[src/rtl/room_pkg.sv]
// Shared constants for the room climate controller: comparison points, flag
// vector layout, sensor fault code and conditioning FSM states.
package room_pkg;

    localparam int T27 = 27;
    localparam int T23 = 23;
    localparam int T22 = 22;
    localparam int T18 = 18;
    localparam int T15 = 15;

    localparam int unsigned NUM_FLAGS = 6;
    localparam int unsigned FLG_GT27  = 0;
    localparam int unsigned FLG_GT23  = 1;
    localparam int unsigned FLG_LT23  = 2;
    localparam int unsigned FLG_LT22  = 3;
    localparam int unsigned FLG_GT18  = 4;
    localparam int unsigned FLG_LT15  = 5;

    localparam logic [7:0] TEMP_FAULT = 8'h80;

    typedef enum logic {
        StWarmup,
        StRun
    } state_e;

endpackage

[src/rtl/flag_debounce.sv]
// One debounced threshold flag: flips only after DEBOUNCE consecutive
// disagreeing evaluations; load takes the raw value directly.
module flag_debounce #(
    parameter int unsigned DEBOUNCE = 3
) (
    input  logic clk,
    input  logic rst,
    input  logic eval,
    input  logic load,
    input  logic raw,
    output logic flag
);

    localparam int unsigned CW = (DEBOUNCE > 1) ? $clog2(DEBOUNCE) : 1;
    localparam logic [CW-1:0] LAST = CW'(DEBOUNCE - 1);

    logic          flag_q;
    logic [CW-1:0] cnt_q;

    always_ff @(posedge clk) begin
        if (rst) begin
            flag_q <= 1'b0;
            cnt_q  <= '0;
        end else if (eval) begin
            if (load || (raw == flag_q) || (cnt_q == LAST)) begin
                flag_q <= raw;
                cnt_q  <= '0;
            end else begin
                cnt_q <= cnt_q + 1'b1;
            end
        end
    end

    assign flag = flag_q;

endmodule

[src/rtl/temp_flag_gen.sv]
// Block-averages valid sensor samples and drives six debounced threshold flags
// for the fan/heater/AC control logic.
module temp_flag_gen
    import room_pkg::*;
#(
    parameter int unsigned AVG_LOG2 = 2,
    parameter int unsigned DEBOUNCE = 3,
    parameter int unsigned TW       = 8
) (
    input  logic                 clk,
    input  logic                 rst,
    input  logic                 temp_valid,
    input  logic signed [TW-1:0] temp_code,
    output logic                 Tgt27,
    output logic                 Tgt23,
    output logic                 Tlt23,
    output logic                 Tlt22,
    output logic                 Tgt18,
    output logic                 Tlt15,
    output logic                 flags_valid,
    output logic                 avg_upd
);

    localparam int unsigned AW = TW + AVG_LOG2;

    localparam logic signed [TW-1:0] L27 = TW'(T27);
    localparam logic signed [TW-1:0] L23 = TW'(T23);
    localparam logic signed [TW-1:0] L22 = TW'(T22);
    localparam logic signed [TW-1:0] L18 = TW'(T18);
    localparam logic signed [TW-1:0] L15 = TW'(T15);

    logic signed [AW-1:0]   acc_q, acc_d, sum, shifted;
    logic [AVG_LOG2-1:0]    cnt_q, cnt_d;
    logic signed [TW-1:0]   avg_q, avg_d;
    logic                   avg_new_q, avg_new_d;
    logic                   avg_upd_q;
    logic                   flags_valid_q, flags_valid_d;
    logic                   accept, last, load;
    state_e                 state_q, state_d;
    logic [NUM_FLAGS-1:0]   raw, flags;

    assign accept  = temp_valid && (temp_code != TW'(TEMP_FAULT));
    assign last    = (cnt_q == {AVG_LOG2{1'b1}});
    assign sum     = acc_q + AW'(temp_code);
    assign shifted = sum >>> AVG_LOG2;

    always_comb begin
        acc_d     = acc_q;
        cnt_d     = cnt_q;
        avg_d     = avg_q;
        avg_new_d = 1'b0;
        if (accept) begin
            cnt_d = cnt_q + 1'b1;
            if (last) begin
                acc_d     = '0;
                avg_d     = shifted[TW-1:0];
                avg_new_d = 1'b1;
            end else begin
                acc_d = sum;
            end
        end
    end

    // First evaluation after reset loads the flags without debouncing.
    always_comb begin
        state_d       = state_q;
        flags_valid_d = flags_valid_q;
        load          = 1'b0;
        if (avg_new_q) begin
            unique case (state_q)
                StWarmup: begin
                    load          = 1'b1;
                    flags_valid_d = 1'b1;
                    state_d       = StRun;
                end
                StRun: ;
                default: state_d = StWarmup;
            endcase
        end
    end

    always_ff @(posedge clk) begin
        if (rst) begin
            acc_q         <= '0;
            cnt_q         <= '0;
            avg_q         <= '0;
            avg_new_q     <= 1'b0;
            avg_upd_q     <= 1'b0;
            flags_valid_q <= 1'b0;
            state_q       <= StWarmup;
        end else begin
            acc_q         <= acc_d;
            cnt_q         <= cnt_d;
            avg_q         <= avg_d;
            avg_new_q     <= avg_new_d;
            avg_upd_q     <= avg_new_q;
            flags_valid_q <= flags_valid_d;
            state_q       <= state_d;
        end
    end

    always_comb begin
        raw           = '0;
        raw[FLG_GT27] = avg_q > L27;
        raw[FLG_GT23] = avg_q > L23;
        raw[FLG_LT23] = avg_q < L23;
        raw[FLG_LT22] = avg_q < L22;
        raw[FLG_GT18] = avg_q > L18;
        raw[FLG_LT15] = avg_q < L15;
    end

    for (genvar i = 0; i < NUM_FLAGS; i++) begin : g_flag
        flag_debounce #(
            .DEBOUNCE(DEBOUNCE)
        ) u_debounce (
            .clk (clk),
            .rst (rst),
            .eval(avg_new_q),
            .load(load),
            .raw (raw[i]),
            .flag(flags[i])
        );
    end

    assign Tgt27       = flags[FLG_GT27];
    assign Tgt23       = flags[FLG_GT23];
    assign Tlt23       = flags[FLG_LT23];
    assign Tlt22       = flags[FLG_LT22];
    assign Tgt18       = flags[FLG_GT18];
    assign Tlt15       = flags[FLG_LT15];
    assign flags_valid = flags_valid_q;
    assign avg_upd     = avg_upd_q;

endmodule

[config.mk]
export PLATFORM = sky130hd
export DESIGN_NAME = temp_flag_gen
export DESIGN_NICKNAME = d
export VERILOG_FILES = /design/src/rtl/room_pkg.sv /design/src/rtl/flag_debounce.sv /design/src/rtl/temp_flag_gen.sv
export SDC_FILE = /design/constraint.sdc
export NUM_CORES = 1
export LEC_CHECK = 0
export CAP_MARGIN = 25
export CELL_PAD_IN_SITES_DETAIL_PLACEMENT = 0
export CELL_PAD_IN_SITES_GLOBAL_PLACEMENT = 2
export CORE_MARGIN = 2
export CORE_UTILIZATION = 38
export DETAILED_ROUTE_END_ITERATION = 16
export PLACE_DENSITY = 0.86
export SYNTH_ARGS = -nofsm -noshare
export SYNTH_HDL_FRONTEND = slang
export SYNTH_SLANG_ARGS = --single-unit
[constraint.sdc]
create_clock -name clk -period 4.41 [get_ports clk]
set_clock_uncertainty 0.2 [all_clocks]
set_input_delay 0.882 -clock clk [delete_from_list [all_inputs] [get_ports clk]]
set_output_delay 0.882 -clock clk [all_outputs]
set_load 0.02 [all_outputs]
Yosys cells after proc, flatten, opt, wreduce, memory -nomap -nowiden

Cells that the tools add are included.

Logic and storage cells: 81
Memories: 0
Latch bits: 0
Memory bits (read-only): 0
Register bits after elaboration: 42
Bits in writable memories: 0

Div/mod/pow operators: 0
Mux-type cells: 10
Bitwise gates (word level): 2
Order comparisons: 6
Equal/unequal tests: 14
Add/subtract/negate cells: 8
Multiply operators: 0
Reductions and logical operators: 22
Shift-type cells: 0

Operator list:

| kind                                                                  | number |
|---|---|
| 8-bit by 6-bit > comparator with 1-bit output (second input constant) | 3 |
| 8-bit by 6-bit < comparator with 1-bit output (second input constant) | 2 |
| 2-bit AND reduction                                                   | 8 |
| 2-bit by 1-bit adder with 2-bit output (second input constant)        | 7 |
| 2-bit equality test (second input constant)                           | 7 |
| 1-bit logical OR                                                      | 12 |
| 2-bit 2-to-1 mux                                                      | 6 |
| 10-bit by 8-bit adder with 10-bit output                              | 1 |
| 10-bit 2-to-1 mux                                                     | 1 |
| 8-bit by 5-bit < comparator with 1-bit output (second input constant) | 1 |
| 8-bit inequality test (second input constant)                         | 1 |
| 1-bit equality test                                                   | 6 |
| 1-bit 2-to-1 mux                                                      | 3 |
| 1-bit NOT                                                             | 2 |
| 2-bit OR reduction                                                    | 1 |
| 1-bit logical AND                                                     | 1 |

Depth between registers and ports, before layout

Gate-level depths: netlist of the first run.

Depth in word-level cells: 5
Depth in mapped cells: 8
Gate-level depth less buffers: 8

Hierarchy

From an unflattened synthesis of the first run, not the netlist that was laid out.

Cells, all modules: 270
Area total of the unflattened synthesis: 2285.9 µm²

Modules (own cells, without submodules):

| module        | times used | cells each | area each (µm²) | seq. area each (µm²) |
|---|---|---|---|---|
| temp_flag_gen | 1          | 174        | 1422.6          | 480.5 |
| flag_debounce | 6          | 16         | 143.9           | 60.1 |

Least setup slack after synthesis of the first run

No wires, ideal clock.

Path type: input port to flip-flop
Start: input port temp_code[0]
End: register avg_q[4]
Cell stages on the path: 8
Setup time: 126 ps
Data arrival time: 2174 ps
Path slack: 1909 ps
Cells stage by stage: ha_1 > inv_1 > fa_1 > nor2b_1 > o21a_1 > o21ai_0 > a211oi_1 > o31ai_1

Longest elaborated chain between the ends: 3

Ends and longest elaborated chain:

| element                                                                                          | line                | RTL |
|---|---|---|
| from (decl)                                                                                      | temp_flag_gen.sv:13 | `input logic signed [TW-1:0] temp_code,` |
| parallel branches: the longest is 3 deep, another holds 10-bit by 8-bit adder with 10-bit output | n/a                 |  |
| to (signal assigned)                                                                             | temp_flag_gen.sv:94 | `avg_q <= avg_d;` |
| to (decl)                                                                                        | temp_flag_gen.sv:34 | `logic signed [TW-1:0] avg_q, avg_d;` |

Parallel ways; which one is timed is not known.
A chain may end at the register's enable or synchronous reset.

Final worst setup path of the first run

Start: input port temp_code[7]
End: register avg_q[4]

Longest elaborated chain between the ends: 3

Ends and longest elaborated chain:

| element                              | line                | RTL |
|---|---|---|
| 8-bit inequality test                | temp_flag_gen.sv:42 | `assign accept = temp_valid && (temp_code != TW'(TEMP_FAULT));` |
| 1-bit logical AND                    | temp_flag_gen.sv:42 |  |
| 2-bit AND reduction (no source line) | n/a                 |  |

No other way between the ends.

==> results of run 1 <==
-- metrics by stage --
stage / cell area [µm²] / instances
finish: 2770 / 380
global route: 2770 / 380
CTS: 2770 / 380
detailed placement: 2630 / 372
global placement: 2630 / 372
floorplan: 2420 / 288
-- cells in the mapped netlist (all sizes together), types with 8 or more instances --
cell | count | area share
a21oi | 28 | 0.058
clkbuf | 8 | 0.012
dfxtp | 42 | 0.35
ha | 16 | 0.083
inv | 18 | 0.028
nand2 | 12 | 0.020
nand2b | 10 | 0.026
nand3b | 8 | 0.025
nor2 | 25 | 0.041
nor3 | 15 | 0.031
o21a | 8 | 0.025
o21ai | 20 | 0.046
-- cell families after synthesis --
group,share of synthesized area
flip-flops,0.348
XOR/XNOR,0.0253
buffers and inverters,0.0574
AND/OR/NAND/NOR,0.238
multiplexers,0.0124
AO/OA/AOI/OAI,0.228
adder cells (fa/ha/maj),0.0910
-- where the power goes --
group / internal (mW) / switching [mW]
Combinational: 0.0681 / 0.0949
Clock: 0.227 / 0.139
Sequential: 0.394 / 0.0117
Total: 0.689 / 0.246
-- state kept, by name, indices dropped and copies added (netlist names) --
name	flops
acc_q	10
g_flag.u_debounce.cnt_q	12
cnt_q	2
g_flag.u_debounce.flag	6
avg_q	8
avg_upd	1
avg_new_q	1
flags_valid	1
state_q	1
-- routing by layer --
| metal | wire, µm | part of all wire | GRT usage | up-vias |
|---|---|---|---|---|
| li1 | - | - | - | 1081 |
| met4 | 82 | 0.015 | 0.0499 | 0 |
| met1 | 2680 | 0.49 | 0.207 | 956 |
| met3 | 159 | 0.029 | 0.0297 | 9 |
| met2 | 2500 | 0.46 | 0.274 | 32 |
| met5 | 0 | 0 | 0 | - |
-- cell type report --
class / instances / area share
Multi-Input combinational cell: 216 / 0.520
Sequential cell: 42 / 0.304
Timing Repair Buffer: 19 / 0.0678
Tap cell: 77 / 0.0348
Clock buffer: 5 / 0.0249
Clock inverter: 3 / 0.0249
Inverter: 18 / 0.0244
-- how the worst min path moves through the flow --
stage,start,end,slack (ns),cells after the start
after global routing,g_flag[0].u_debounce.cnt_q[1]$_SDFFE_PP0P_,g_flag[0].u_debounce.cnt_q[1]$_SDFFE_PP0P_,0.28,2
after global placement,g_flag[0].u_debounce.cnt_q[1]$_SDFFE_PP0P_,g_flag[0].u_debounce.cnt_q[1]$_SDFFE_PP0P_,0.24,2
after detailed placement,g_flag[0].u_debounce.cnt_q[1]$_SDFFE_PP0P_,g_flag[0].u_debounce.cnt_q[1]$_SDFFE_PP0P_,0.25,2
final,g_flag[0].u_debounce.cnt_q[1]$_SDFFE_PP0P_,g_flag[0].u_debounce.cnt_q[1]$_SDFFE_PP0P_,0.27,2
after CTS,g_flag[0].u_debounce.cnt_q[1]$_SDFFE_PP0P_,g_flag[0].u_debounce.cnt_q[1]$_SDFFE_PP0P_,0.28,2
after floorplan,g_flag[0].u_debounce.cnt_q[1]$_SDFFE_PP0P_,g_flag[0].u_debounce.cnt_q[1]$_SDFFE_PP0P_,0.23,2
-- placed cells by master (no fill, tap or decap), drive strengths merged, types with 10 or more instances in the layout --
cell           netlist  final
nor3                15     15
dfxtp               42     42
o21ai               20     20
inv                 18     18
nor2                25     25
clkdlybuf4s50        0     18
nand2b              10     10
nand2               12     12
ha                  16     16
a21oi               28     28
-- critical path: stages --
cell	delay (ns)
clkdlybuf4s50_1	0.59
or4b_4	0.52
o21ai_4	0.51
nor2_2	0.14
or3_1	0.33
o31ai_1	0.06
==> results.md, run 1 <==
- Yosys Warn Count: 0
- Row count: 29
- Die X: 83.8 µm
- Largest net degree at the start of global routing: 42
- ANT nets after route: 0
- Flops & latches, synth: 42
- Fin Hold WS: 0.269 ns
- Fmax: 330 MHz
- R2R Setup Slk: 2.18 ns
- Slew Viols, Final: 0
- Routability Congestion: 0.818
- Layout cell share with drive strength beyond 1: 0.0594
- Worst reg2reg path depth: 8
- Sequential share of the synthesized area: 0.348
- Worst Hold Class: register to register
- DR iter-0 viols: 78
- DRC Markers: 0
- Top FF cell, synth: dfxtp_1
- # Max-Cap Violations: 0
- Final #Nets: 330
- Initial antenna violation count: 0
- Post-CTS resize count: 0
- Setup crit end: avg_q[4]$_SDFFE_PP0P_
- Rel. slew slack: 0.558
- Die area: 7020 µm²
- Postcts setup bufs: 0
- CP Max Fanout: 21
- Min cycle time layout: 3.03 ns
- Reg-to-Reg Start: acc_q[0]$_SDFFE_PP0P_
- Max VDD drop: 0.127 mV
- Dpl ws: 1.08 ns
- # fillers: 667
- Clock Latency Late Sink: 0.30 ns
- Die H: 83.8 µm
- Diodes inserted: 0
- Synthesized cell area: 2420 µm²
- Synth Instances: 288
- Via/cell ratio: 5.47
- I/O pin total: 19
- Fin crit share: 0.687
- Final TNS setup: 0 ns
- Area Overhead vs Synth: 14.5%
- Via count: 2078
- Final hold violation count: 0
- Multi-input logic area: 1440 µm²
- First-pass GRT wire length: 9270 µm
- Detailed placement HPWL: 3890 µm
- Clock sink total: 42
- RR Endpoint: avg_q[4]$_SDFFE_PP0P_
- CTS Buffer Depth: 2
- CP Capture Type: register
- CORE AREA: 6240 µm²
- CP startpoint kind: input port
- Async SR Flop Fraction: 0
- Register Area: 841 µm²
- Critical path class: input port to register
- Slew at the pin closest to its max-slew limit: 0.662 ns
- Static leakage: 0.993 nW
- Synthesized area per cell: 8.40 µm²
- Vias in the first global route: 1970
- Post-Syn Nets: 316
- Number of iterations in the first detailed-routing pass: 4
- Arr. time, crit path: 3.04 ns
- Final Power: 0.935 mW
- Routed wire per std cell: 14.3 µm
- H-tree Lvls: 2
- Number of synthesized flops with an enable pin: 0
- Initial Util: 0.388
- Synth cell types: 51
- WP data required: 4.42 ns
- CTS tree: built
- WL final: 5420 µm
- Final core utilization: 0.444
- PwrDens: 338 nW/µm²
- Final setup fails: 0
- RSZ-0062 raised after global routing: false
- Status: finished clean
- Root buffer cell: clkbuf_8
- GRT Total Usage: 0.161
- PortBufs: 18
- Hold-fix buffers, CTS: 0
- Total gr overflow: 0
- CP Launch Point: temp_code[7]
- Clk slew on worst S/H paths: 0.09 ns
- Final worst slack: 1.38 ns
- CTS Buf Count: 5
Power figures use the tool's default switching activity.
==> run 2: changes to the inputs <==
--- a/config.mk
+++ b/config.mk
@@ -9,9 +9,9 @@
 export CELL_PAD_IN_SITES_DETAIL_PLACEMENT = 0
 export CELL_PAD_IN_SITES_GLOBAL_PLACEMENT = 2
 export CORE_MARGIN = 2
-export CORE_UTILIZATION = 38
+export CORE_UTILIZATION = 35
 export DETAILED_ROUTE_END_ITERATION = 16
-export PLACE_DENSITY = 0.86
+export PLACE_DENSITY = 0.8
 export SYNTH_ARGS = -nofsm -noshare
 export SYNTH_HDL_FRONTEND = slang
 export SYNTH_SLANG_ARGS = --single-unit
==> constraint.sdc (replaced) <==
create_clock -name clk -period 3.2 [get_ports clk]
set_clock_uncertainty 0.2 [all_clocks]
set_input_delay 0.64 -clock clk [delete_from_list [all_inputs] [get_ports clk]]
set_output_delay 0.64 -clock clk [all_outputs]
set_load 0.02 [all_outputs]
==> run 2 against run 1 <==
Effect of this change: worst setup slack worse by 1.0 ns; sequential power rose by 38%; core utilization is 3.5 points lower; global-route usage down 0.98 points; die area up 8.1%; clock power down 5%; register-to-register slack worse by 1.3 ns; critical endpoint unchanged; worst hold slack better by 0.0093 ns; critical path depth up 3; highest routed layer unchanged.
==> results.md, run 2 (synthesis gave the netlist of run 1 again) <==
- Status: finished clean
- Clock Latency Late Sink: 0.30 ns
- Met1 track demand over resource: 0.195
- Die area: 7590 µm²
- Via/cell ratio: 5.36
- DR iter-0 viols: 70
- PwrDens: 410 nW/µm²
- Global Route met3 Usage: 0.0275
- Hold-fix buffers, CTS: 0
- Met2 GRT Util: 0.256
- CTS Buf Count: 5
- Register bank with the most flops: g_flag.u_debounce.cnt_q
- Routed wire per std cell: 14.1 µm
- R2R Setup Slk: 0.89 ns
- Max VDD drop: 0.199 mV
- CP startpoint kind: input port
- Combinational share of power: 0.199
- CP Max Fanout: 3
- Psw: 0.338 mW
- Final #Nets: 335
- Die H: 87.1 µm
- Slew at the pin closest to its max-slew limit: 0.474 ns
- I/O pin total: 19
- Postcts setup bufs: 0
- CTS Buffer Depth: 2
- PortBufs: 18
- WP data required: 3.18 ns
- # fillers: 717
- RSZ-0062 raised after global routing: false
- Commonest cells after routing, fill and taps aside: dfxtp_1 (42), a21oi_1 (28), nor2_1 (23)
- Clk pwr share: 0.307
- Largest regs: g_flag.u_debounce.cnt_q: 12 flops, acc_q: 10 flops, avg_q: 8 flops
- Critical path class: input port to register
- CP Capture Type: register
- Clock sink total: 42
- Die X: 87.1 µm
- Register Area: 841 µm²
- Rel. slew slack: 0.684
- Detailed placement HPWL: 4120 µm
- CTS tree: built
- Layout cell share with drive strength beyond 1: 0.0714
- ANT nets after route: 0
- Commonest non-fill, non-tap cell in the layout: dfxtp_1
- Worst reg2reg path depth: 8
- H-tree Lvls: 2
- Final setup fails: 0
- Via count: 2078
- Vias in the first global route: 1928
- Setup crit end: avg_q[4]$_SDFFE_PP0P_
- Multi-input logic area: 1440 µm²
- Routability Congestion: 0.794
- DRC Markers: 0
- Reg-to-Reg Start: acc_q[0]$_SDFFE_PP0P_
- Fin crit share: 0.882
- CP Launch Point: temp_code[0]
- Initial antenna violation count: 0
- Fmax: 354 MHz
- Number of iterations in the first detailed-routing pass: 4
- Diodes inserted: 0
- Max reg flops: 12
- # Max-Cap Violations: 0
- Slowest CP cell: clkdlybuf4s50_1
- Root buffer cell: clkbuf_8
- GRT Total Usage: 0.151
- RR Endpoint: avg_q[4]$_SDFFE_PP0P_
- Total gr overflow: 0
- Max stage delay on crit path: 0.49 ns
- Pint: 0.794 mW
- Min cycle time layout: 2.82 ns
- Final TNS setup: 0 ns
- Static leakage: 0.994 nW
- Area Overhead vs Synth: 14.1%
- Fin Hold WS: 0.278 ns
- First-pass GRT wire length: 9180 µm
- Initial Util: 0.358
- Clk slew on worst S/H paths: 0.09 ns
- WL final: 5470 µm
- Row count: 30
- Crit-path cells: clkdlybuf4s50_1, ha_1, inv_1, fa_1, nor2b_1, o21a_1, o21ai_0, a211oi_1, o31ai_1
- Largest net degree at the start of global routing: 22
- Post-CTS resize count: 0
- Slew Viols, Final: 0
- Gr busiest metal: met2
- CORE AREA: 6760 µm²
- Register share of total power: 0.494
- Arr. time, crit path: 2.80 ns
- Worst Hold Class: register to register
- Sw frac: 0.299
- Final hold violation count: 0
-- run 2: cell type report --
cell class,instances,share of cell area
timing repair buffer,24,0.0816
sequential,42,0.305
multi-input combinational,216,0.522
tap,80,0.0363
clock buffer,6,0.0263
clock inverter,2,0.00499
inverter,18,0.0245
-- run 2: power by group through the flow --
stage	clock, mW	sequential (mW)	combinational [mW]
floorplan	0	0.566	0.169
global placement	0	0.571	0.227
detailed placement	0	0.571	0.227
CTS	0.365	0.559	0.228
global route	0.385	0.561	0.256
finish	0.348	0.559	0.225
-- run 2: metal layers --
metal | up-vias | wire length [µm] | part of all wire
met5 | - | 0 | 0
met4 | 0 | 87 | 0.016
met3 | 6 | 163 | 0.030
met2 | 32 | 2570 | 0.47
met1 | 952 | 2650 | 0.48
li1 | 1088 | - | -
-- run 2: through the flow --
stage                     setup slack [ns]   util  cells  power (mW)  area (µm²)
final                                0.378  0.408    388        1.13        2760
after floorplan                      0.941      -    288       0.735        2420
after global routing                 0.216  0.408    388        1.20        2760
after global placement              0.0146  0.396    380       0.798        2670
after CTS                            0.334  0.408    388        1.15        2760
after detailed placement            0.0142  0.396    380       0.797        2670
-- run 2: critical path, delay by kind of cell --
kind	cells	cell delay (ns)
compound gates	4	0.85
fa+ha+maj	2	0.57
buf+inv	2	0.54
simple gates	1	0.18
-- run 2: worst min-delay path by stage --
stage                                                       to  cells past startpoint  slack (ns)                                       start
global route        g_flag[1].u_debounce.cnt_q[1]$_SDFFE_PP0P_                      2        0.30  g_flag[1].u_debounce.cnt_q[1]$_SDFFE_PP0P_
finish              g_flag[0].u_debounce.cnt_q[0]$_SDFFE_PP0P_                      1        0.28  g_flag[0].u_debounce.cnt_q[0]$_SDFFE_PP0P_
floorplan           g_flag[0].u_debounce.cnt_q[1]$_SDFFE_PP0P_                      2        0.23  g_flag[0].u_debounce.cnt_q[1]$_SDFFE_PP0P_
CTS                 g_flag[0].u_debounce.cnt_q[1]$_SDFFE_PP0P_                      2        0.28  g_flag[0].u_debounce.cnt_q[1]$_SDFFE_PP0P_
detailed placement  g_flag[0].u_debounce.cnt_q[1]$_SDFFE_PP0P_                      2        0.26  g_flag[0].u_debounce.cnt_q[1]$_SDFFE_PP0P_
global placement    g_flag[0].u_debounce.cnt_q[1]$_SDFFE_PP0P_                      2        0.24  g_flag[0].u_debounce.cnt_q[1]$_SDFFE_PP0P_
